[src/rtl/fetch_unit.sv]
// fetch_unit: instruction-fetch stage. Owns the PC, issues in-order requests
// to instruction memory under a credit limit, tracks in-flight requests in an
// address queue, buffers returned words with their PCs and hands them to
// decode over a valid/ready interface. A redirect restarts fetch at a new PC,
// flushes the buffer and arranges for stale in-flight responses to be dropped.

module fetch_unit #(
    parameter logic [31:0] RESET_PC = 32'h0000_0000,
    parameter int unsigned DEPTH    = 2
) (
    input  logic        clk,
    input  logic        rst,
    output logic        imem_req,
    output logic [31:0] imem_addr,
    input  logic        imem_gnt,
    input  logic        imem_rvalid,
    input  logic [31:0] imem_rdata,
    input  logic        redirect_valid,
    input  logic [31:0] redirect_pc,
    output logic        id_valid,
    input  logic        id_ready,
    output logic [31:0] id_instr,
    output logic [31:0] id_pc
);

    // Pointer width indexes DEPTH entries; counters must also hold DEPTH itself.
    localparam int unsigned PTR_W = $clog2(DEPTH);
    localparam int unsigned CNT_W = $clog2(DEPTH + 1);

    localparam logic [PTR_W-1:0] PTR_ONE      = PTR_W'(1);
    localparam logic [CNT_W-1:0] CNT_ONE      = CNT_W'(1);
    localparam logic [CNT_W:0]   CREDIT_LIMIT = (CNT_W + 1)'(DEPTH);

    // Architectural state
    logic [31:0]      r_pc;
    logic [CNT_W-1:0] r_outstanding;   // granted requests whose response has not returned
    logic [CNT_W-1:0] r_drop;          // responses still to be discarded after a redirect

    // In-order address queue: one entry per granted request
    logic [31:0]      r_aq_addr [DEPTH];
    logic [PTR_W-1:0] r_aq_wptr;
    logic [PTR_W-1:0] r_aq_rptr;

    // Instruction buffer toward decode
    logic [31:0]      r_buf_instr [DEPTH];
    logic [31:0]      r_buf_pc    [DEPTH];
    logic [PTR_W-1:0] r_buf_wptr;
    logic [PTR_W-1:0] r_buf_rptr;
    logic [CNT_W-1:0] r_count;

    // Last head presented to decode, held while the buffer is empty
    logic [31:0]      r_last_instr;
    logic [31:0]      r_last_pc;

    // Combinational control
    logic [CNT_W:0]   w_inflight;
    logic             w_req;
    logic             w_issue;
    logic             w_resp;
    logic             w_valid;
    logic             w_keep;
    logic             w_pop;
    logic [31:0]      w_redirect_target;
    logic [31:0]      w_aq_head;

    // Credit covers both requests in flight (including ones to be dropped) and
    // words already buffered, so a returning response always has a free slot.
    assign w_inflight        = {1'b0, r_outstanding} + {1'b0, r_count};
    assign w_req             = !rst && !redirect_valid && (w_inflight < CREDIT_LIMIT);
    assign w_issue           = w_req && imem_gnt;
    assign w_resp            = imem_rvalid;
    assign w_valid           = (r_count != '0);
    assign w_keep            = w_resp && !redirect_valid && (r_drop == '0);
    assign w_pop             = w_valid && id_ready && !redirect_valid;
    assign w_redirect_target = redirect_pc & 32'hFFFF_FFFC;
    assign w_aq_head         = r_aq_addr[r_aq_rptr];

    // PC: jump on redirect, otherwise advance by one word per issued request
    // NOTE: every clocked block uses non-blocking assignments so all registers
    // update from the same pre-edge values regardless of block ordering.
    always_ff @(posedge clk or posedge rst) begin
        if (rst) begin
            r_pc <= RESET_PC;
        end else if (redirect_valid) begin
            r_pc <= w_redirect_target;
        end else if (w_issue) begin
            r_pc <= r_pc + 32'd4;
        end
    end

    // Outstanding-request and pending-drop counters
    always_ff @(posedge clk or posedge rst) begin
        if (rst) begin
            r_outstanding <= '0;
            r_drop        <= '0;
        end else begin
            // Issue and response in the same cycle cancel out.
            case ({w_issue, w_resp})
                2'b10:   r_outstanding <= r_outstanding + CNT_ONE;
                2'b01:   r_outstanding <= r_outstanding - CNT_ONE;
                default: r_outstanding <= r_outstanding;
            endcase

            // A redirect makes every older request stale; a response arriving
            // in the redirect cycle is discarded directly and not counted.
            if (redirect_valid) begin
                r_drop <= w_resp ? (r_outstanding - CNT_ONE) : r_outstanding;
            end else if (w_resp && (r_drop != '0)) begin
                r_drop <= r_drop - CNT_ONE;
            end
        end
    end

    // Address queue pointers: push on issue, pop on every response (stale or not)
    always_ff @(posedge clk or posedge rst) begin
        if (rst) begin
            r_aq_wptr <= '0;
            r_aq_rptr <= '0;
        end else begin
            if (w_issue) begin
                r_aq_wptr <= r_aq_wptr + PTR_ONE;
            end
            if (w_resp) begin
                r_aq_rptr <= r_aq_rptr + PTR_ONE;
            end
        end
    end

    // Address queue storage
    // NOTE: queue and buffer storage is deliberately not reset; the pointers
    // and counts are, so no entry is ever read before it has been written.
    always_ff @(posedge clk) begin
        if (w_issue) begin
            r_aq_addr[r_aq_wptr] <= r_pc;
        end
    end

    // Instruction buffer pointers and occupancy; a redirect empties it
    always_ff @(posedge clk or posedge rst) begin
        if (rst) begin
            r_buf_wptr <= '0;
            r_buf_rptr <= '0;
            r_count    <= '0;
        end else if (redirect_valid) begin
            r_buf_wptr <= '0;
            r_buf_rptr <= '0;
            r_count    <= '0;
        end else begin
            if (w_keep) begin
                r_buf_wptr <= r_buf_wptr + PTR_ONE;
            end
            if (w_pop) begin
                r_buf_rptr <= r_buf_rptr + PTR_ONE;
            end
            if (w_keep && !w_pop) begin
                r_count <= r_count + CNT_ONE;
            end else if (!w_keep && w_pop) begin
                r_count <= r_count - CNT_ONE;
            end
        end
    end

    // Instruction buffer storage: returned word paired with its request PC
    always_ff @(posedge clk) begin
        if (w_keep) begin
            r_buf_instr[r_buf_wptr] <= imem_rdata;
            r_buf_pc[r_buf_wptr]    <= w_aq_head;
        end
    end

    // Remember the presented head so the decode outputs hold when empty
    always_ff @(posedge clk or posedge rst) begin
        if (rst) begin
            r_last_instr <= '0;
            r_last_pc    <= '0;
        end else if (w_valid) begin
            r_last_instr <= r_buf_instr[r_buf_rptr];
            r_last_pc    <= r_buf_pc[r_buf_rptr];
        end
    end

    // Output drive: memory request from credit, decode head read combinationally
    // NOTE: each output gets a default first so no path through this block
    // leaves a value unassigned and a latch is never inferred.
    always_comb begin
        imem_req  = w_req;
        imem_addr = r_pc;
        id_valid  = w_valid;
        id_instr  = r_last_instr;
        id_pc     = r_last_pc;
        if (w_valid) begin
            id_instr = r_buf_instr[r_buf_rptr];
            id_pc    = r_buf_pc[r_buf_rptr];
        end
    end

endmodule

[config.mk]
export PLATFORM = sky130hd
export DESIGN_NAME = fetch_unit
export DESIGN_NICKNAME = d
export VERILOG_FILES = /design/src/rtl/fetch_unit.sv
export SDC_FILE = /design/constraint.sdc
export NUM_CORES = 1
export LEC_CHECK = 0
export CORE_MARGIN = 4
export CORE_UTILIZATION = 40
export DETAILED_ROUTE_END_ITERATION = 6
export SLEW_MARGIN = 20
export SYNTH_ARGS = -nofsm -noshare
export SYNTH_HDL_FRONTEND = slang
export SYNTH_SLANG_ARGS = --single-unit
[constraint.sdc]
create_clock -name clk -period 6 [get_ports clk]
set_input_delay 1.2 -clock clk [delete_from_list [all_inputs] [get_ports clk]]
set_output_delay 1.2 -clock clk [all_outputs]
set_load 0.03 [all_outputs]
Word level (Yosys, flattened, before mapping):

Memories as Yosys holds them, arrays and structs flattened.
Cells that the tools add are included.

* logic and storage cells: 69
* output and inout port bits: 98
* memories kept: 3
* bits of input ports: 70
* bits in writable memories: 192
* flip-flop bits (word level): 106

Memory list
* r_aq_addr: words 2, width 32, rd ports 1, clocked after memory_dff 0, write ports 1, RTL line 40 `logic [31:0] r_aq_addr [DEPTH];`
* r_buf_instr: words 2, width 32, rd ports 1, clocked after memory_dff 0, write ports 1, RTL line 45 `logic [31:0] r_buf_instr [DEPTH];`
* r_buf_pc: words 2, width 32, rd ports 1, clocked after memory_dff 0, write ports 1, RTL line 46 `logic [31:0] r_buf_pc [DEPTH];`

* reduce and logical (&&, ||, !) cells: 23
* order comparisons: 1
* add/subtract/negate cells: 11
* muxes and demuxes: 19
* eq/ne operators: 2

Operators by type and width (count)
* $mux 32: 4
* $add 32x3->32 const B: 1
* $reduce_bool 2->1: 7
* $mux 2: 6
* $logic_and 1x1->1: 10
* $mux 1: 8
* $sub 2x1->2 const B: 3
* $add 1x1->1 const B: 4
* $add 2x1->2 const B: 2
* $logic_not 1->1: 4
* $pmux 2 s2: 1
* $add 2x2->3: 1
* $lt 3x2->1 const B: 1
* $reduce_bool 3->1: 1
* $eq 2x1->1 const B: 1
* $eq 2x2->1 const B: 1
* $logic_not 2->1: 1

Longest topological paths before layout:

* depth after elaboration: 8
* mapped depth: 11
* gate-level depth less buffers: 9

Worst setup path before layout:

No wires, ideal clock.

* path type: input -> register
* start: input redirect_valid
* end: memory r_buf_instr[1][0], enable pin
* path buffers: 2
* data arrival time: 6085 ps
* stages on the path: 3
* required time: 5429 ps
* setup time: 571 ps
* setup slack: -656 ps
* cell sequence: buf_6 clkbuf_1 nor3b_1

* cells in the longest elaborated chain, start to end: 5

RTL lines
* from (decl): RTL line 18 `input logic redirect_valid,`
* $logic_not 1->1: RTL line 73 `assign w_keep = w_resp && !redirect_valid && (r_drop == '0);`
* $logic_and 1x1->1 (2 in a row): RTL line 73
* $mux 1: RTL line 165 `if (w_keep) begin`
* $mux 1 (implied by the code): RTL line 166 `r_buf_instr[r_buf_wptr] <= imem_rdata;`
* to (decl): RTL line 45

No other way between the ends.

Final worst setup path:

* start: register r_buf_rptr
* end: output id_instr[28]

* cells in the longest elaborated chain, start to end: 2

RTL lines
* from (decl): RTL line 48 `logic [PTR_W-1:0] r_buf_rptr;`
* from (signal assigned): RTL line 153 `r_buf_rptr <= r_buf_rptr + PTR_ONE;`
* $mem_v2 2x32
* $mux 32
* to (decl): RTL line 22 `output logic [31:0] id_instr,`

No other way between the ends.

==> impl_metrics.yaml <==
run_status:
  status: "complete, no violations"
floorplan:
  initial_utilization_pct: 41.0
  dieHeight_um: 175
  die-area_sq_um: 30600
  die_w_um: 175
  core_area_sq_um: 27200
  placementRows: 60
  io_pins: 168
critical_path:
  r2r_setup_slack_ns: 2.37
  required_ns: 4.80
  cp.arrival_ns: 3.17
  crit_type: "reg -> out"
  startpoint_type: "flip-flop"
  setup.worst_path.end_class: "output port"
  crit_fanout: 46
synth:
  synthTopCellsByCount: "edfxtp_1 (184), dfrtp_1 (104), nand2_1 (103)"
  syn_area_sq_um: 11100
  synth_top_cell_area_share_pct: 49.6
  ys_types: 51
  synth_edf_count: 184
  synth.avg_cell_area_sq_um: 14.5
  yosysMostFrequentCell: "edfxtp_1"
  synthArstFlopShare_pct: 36.1
  yosys.area.top_type: "edfxtp_1"
  yosys-top-cells-area: "edfxtp_1 (50%), dfrtp_1 (23%), mux2i_1 (5.8%)"
  synth-seq-cells: 288
  synth_cells: 767
  synthFlopType: "edfxtp_1"
  ys_seq_area_share_pct: 73.0
  ys.warnings.count: 0
drt:
  via_count: 6706
  wl_per_cell_um: 17.7
  firstDrtPassIters: 5
  drtAntennaViolNets: 0
  vias_per_cell: 5.04
  drtIter0Drc: 452
  wl_um: 23500
  drc: 0
timing:
  tightestPinTransition_ns: 0.883
  rsz0062_at_grt: "false"
  finalMaxSlewViolations: 0
  clock_skew_ns: 0.0123
  max_freq_mhz: 229
  slew_headroom_pct: 41.1
  setup_viol: 0
  fin_crit_sh_pct: 72.8
  tns_ns: 0
  hold_viol_final: 0
  finalCriticalPeriod_ns: 4.37
finish:
  area_growth_pct: 26.9
  fin_nets: 1008
  drive_gt1_share_pct: 9.70
  n_antenna_cell: 0
  utilization_pct: 52.0
  nFillCells: 2351
global_routing:
  grt_pass1_wl_um: 37100
  grt_max_degree: 128
  grt_util_met3_pct: 3.92
  grt.busiest_layer: "met2"
  use_met1_pct: 20.8
  track_usage_pct: 15.1
  overflow: 0
  grt_util_met2_pct: 24.3
  antenna_found_initial: 0
  grt_pass1_vias: 6724
clock_network:
  cts_tree: "done"
  clk_latency_ns: 0.55
  cts_setup_buffers: 0
  clkSinkCount: 288
  cts_root_buf: "clkbuf_16"
  clkTransAtPathRegs_ns: 0.06
  cts_resized: 0
  clockBufferDepth: 3
  htreeDepth: 1
  ctsHoldBuffers: 0
  cts_made_buffers: 31
power:
  peakVddDrop_uv: 231
  power_density_nw_per_um2: 442
  p_leak_uw: 0.00509
worst_hold_path:
  hp-class: "reg -> reg"
place:
  place.gp.congestion: 0.793
  numPortBuffers: 163
  place_hpwl_um: 14700
flow_run:
  cap_violations: 0
==> per-layer routing <==
metal	vias to the layer above	share of wire [%]
met5	-	0
met4	0	2.0
met3	40	7.3
met2	226	46
met1	3261	45
li1	3179	-
==> state kept, by name, summed over array words and instances (netlist names), 30 cells and up <==
signal,cells
imem_addr,30
r_aq_addr,60
r_buf_instr,64
r_buf_pc,60
r_last_instr,32
r_last_pc,32
==> logic make-up after synthesis <==
family                   count (synthesis)  synth area share, %
other                                    1               0.0337
flip-flops                             288                 73.0
AO/OA/AOI/OAI                          126                 6.68
buffers and inverters                   50                 2.00
XOR/XNOR                                11                0.866
adder cells (fa/ha/maj)                  4                0.517
AND/OR/NAND/NOR                        192                 7.99
multiplexers                            95                 8.88
==> worst paths after layout <==
kind	startpoint	to	cells past startpoint
max	r_buf_rptr	id_instr[28]	4
min	r_last_pc[1]	r_last_pc[1]	1
max reg2reg	r_count[0]	r_aq_addr[0][23]	7
min reg2reg	r_last_pc[1]	r_last_pc[1]	1
max in group asynchronous	rst	r_last_pc[15]	3
min in group asynchronous	rst	imem_addr[11]	2
==> report_power, final <==
part | switching, uW | internal (uW)
sequential | 185 | 2490
combinational | 1080 | 723
clock | 735 | 1040
==> placed cells by master, fill, tap and decap left out, types with 3 or more instances in the layout <==
cell type / synthesis / layout
mux2i_1: 65 / 65
o21ai_0: 79 / 79
ha_1: 3 / 3
nand2_1: 103 / 103
dfrtp_1: 104 / 103
clkbuf_16: 0 / 31
o211ai_1: 10 / 10
inv_1: 10 / 9
and2_1: 8 / 8
mux2_2: 30 / 30
xor2_1: 6 / 6
a31oi_1: 4 / 4
nand3_1: 23 / 23
edfxtp_1: 184 / 184
a21oi_1: 8 / 8
clkinv_2: 0 / 6
nand4_1: 10 / 10
clkbuf_1: 27 / 14
xnor2_1: 5 / 5
nor3_1: 6 / 5
o311ai_0: 6 / 6
nor2_1: 20 / 17
or4_1: 3 / 3
buf_4: 2 / 8
clkdlybuf4s50_1: 0 / 163
a32oi_1: 4 / 4
and3_1: 7 / 7
clkinv_1: 0 / 3
==> area by class of cell <==
type                            count  area [sq um]  share of cell area [%]
Timing Repair Buffer              172          1710                    12.1
Inverter                           11          48.8                   0.346
Multi-Input combinational cell    430          2820                    20.0
Clock inverter                     13           119                   0.842
Tap cell                          372           465                    3.30
Sequential cell                   288          8130                    57.6
Clock buffer                       45           828                    5.87
==> per-stage QoR <==
stage	instances	total power [uW]	cell area, sq um	setup WS (ns)	hold slack (ns)
floorplan	768	3760	11100	1.54	0.461
global placement	1273	4510	13200	1.81	0.464
detailed placement	1273	4540	13200	1.77	0.467
CTS	1331	6340	14100	1.51	0.488
global route	1331	6560	14100	1.44	0.501
finish	1331	6250	14100	1.63	0.486
==> critical path: stages, from the launching register on <==
cell,delay (ns)
dfrtp_4,0.99
buf_4,0.46
mux2i_1,0.12
o21ai_0,0.27
clkdlybuf4s50_1,0.73
Power figures use the tool's default switching activity.
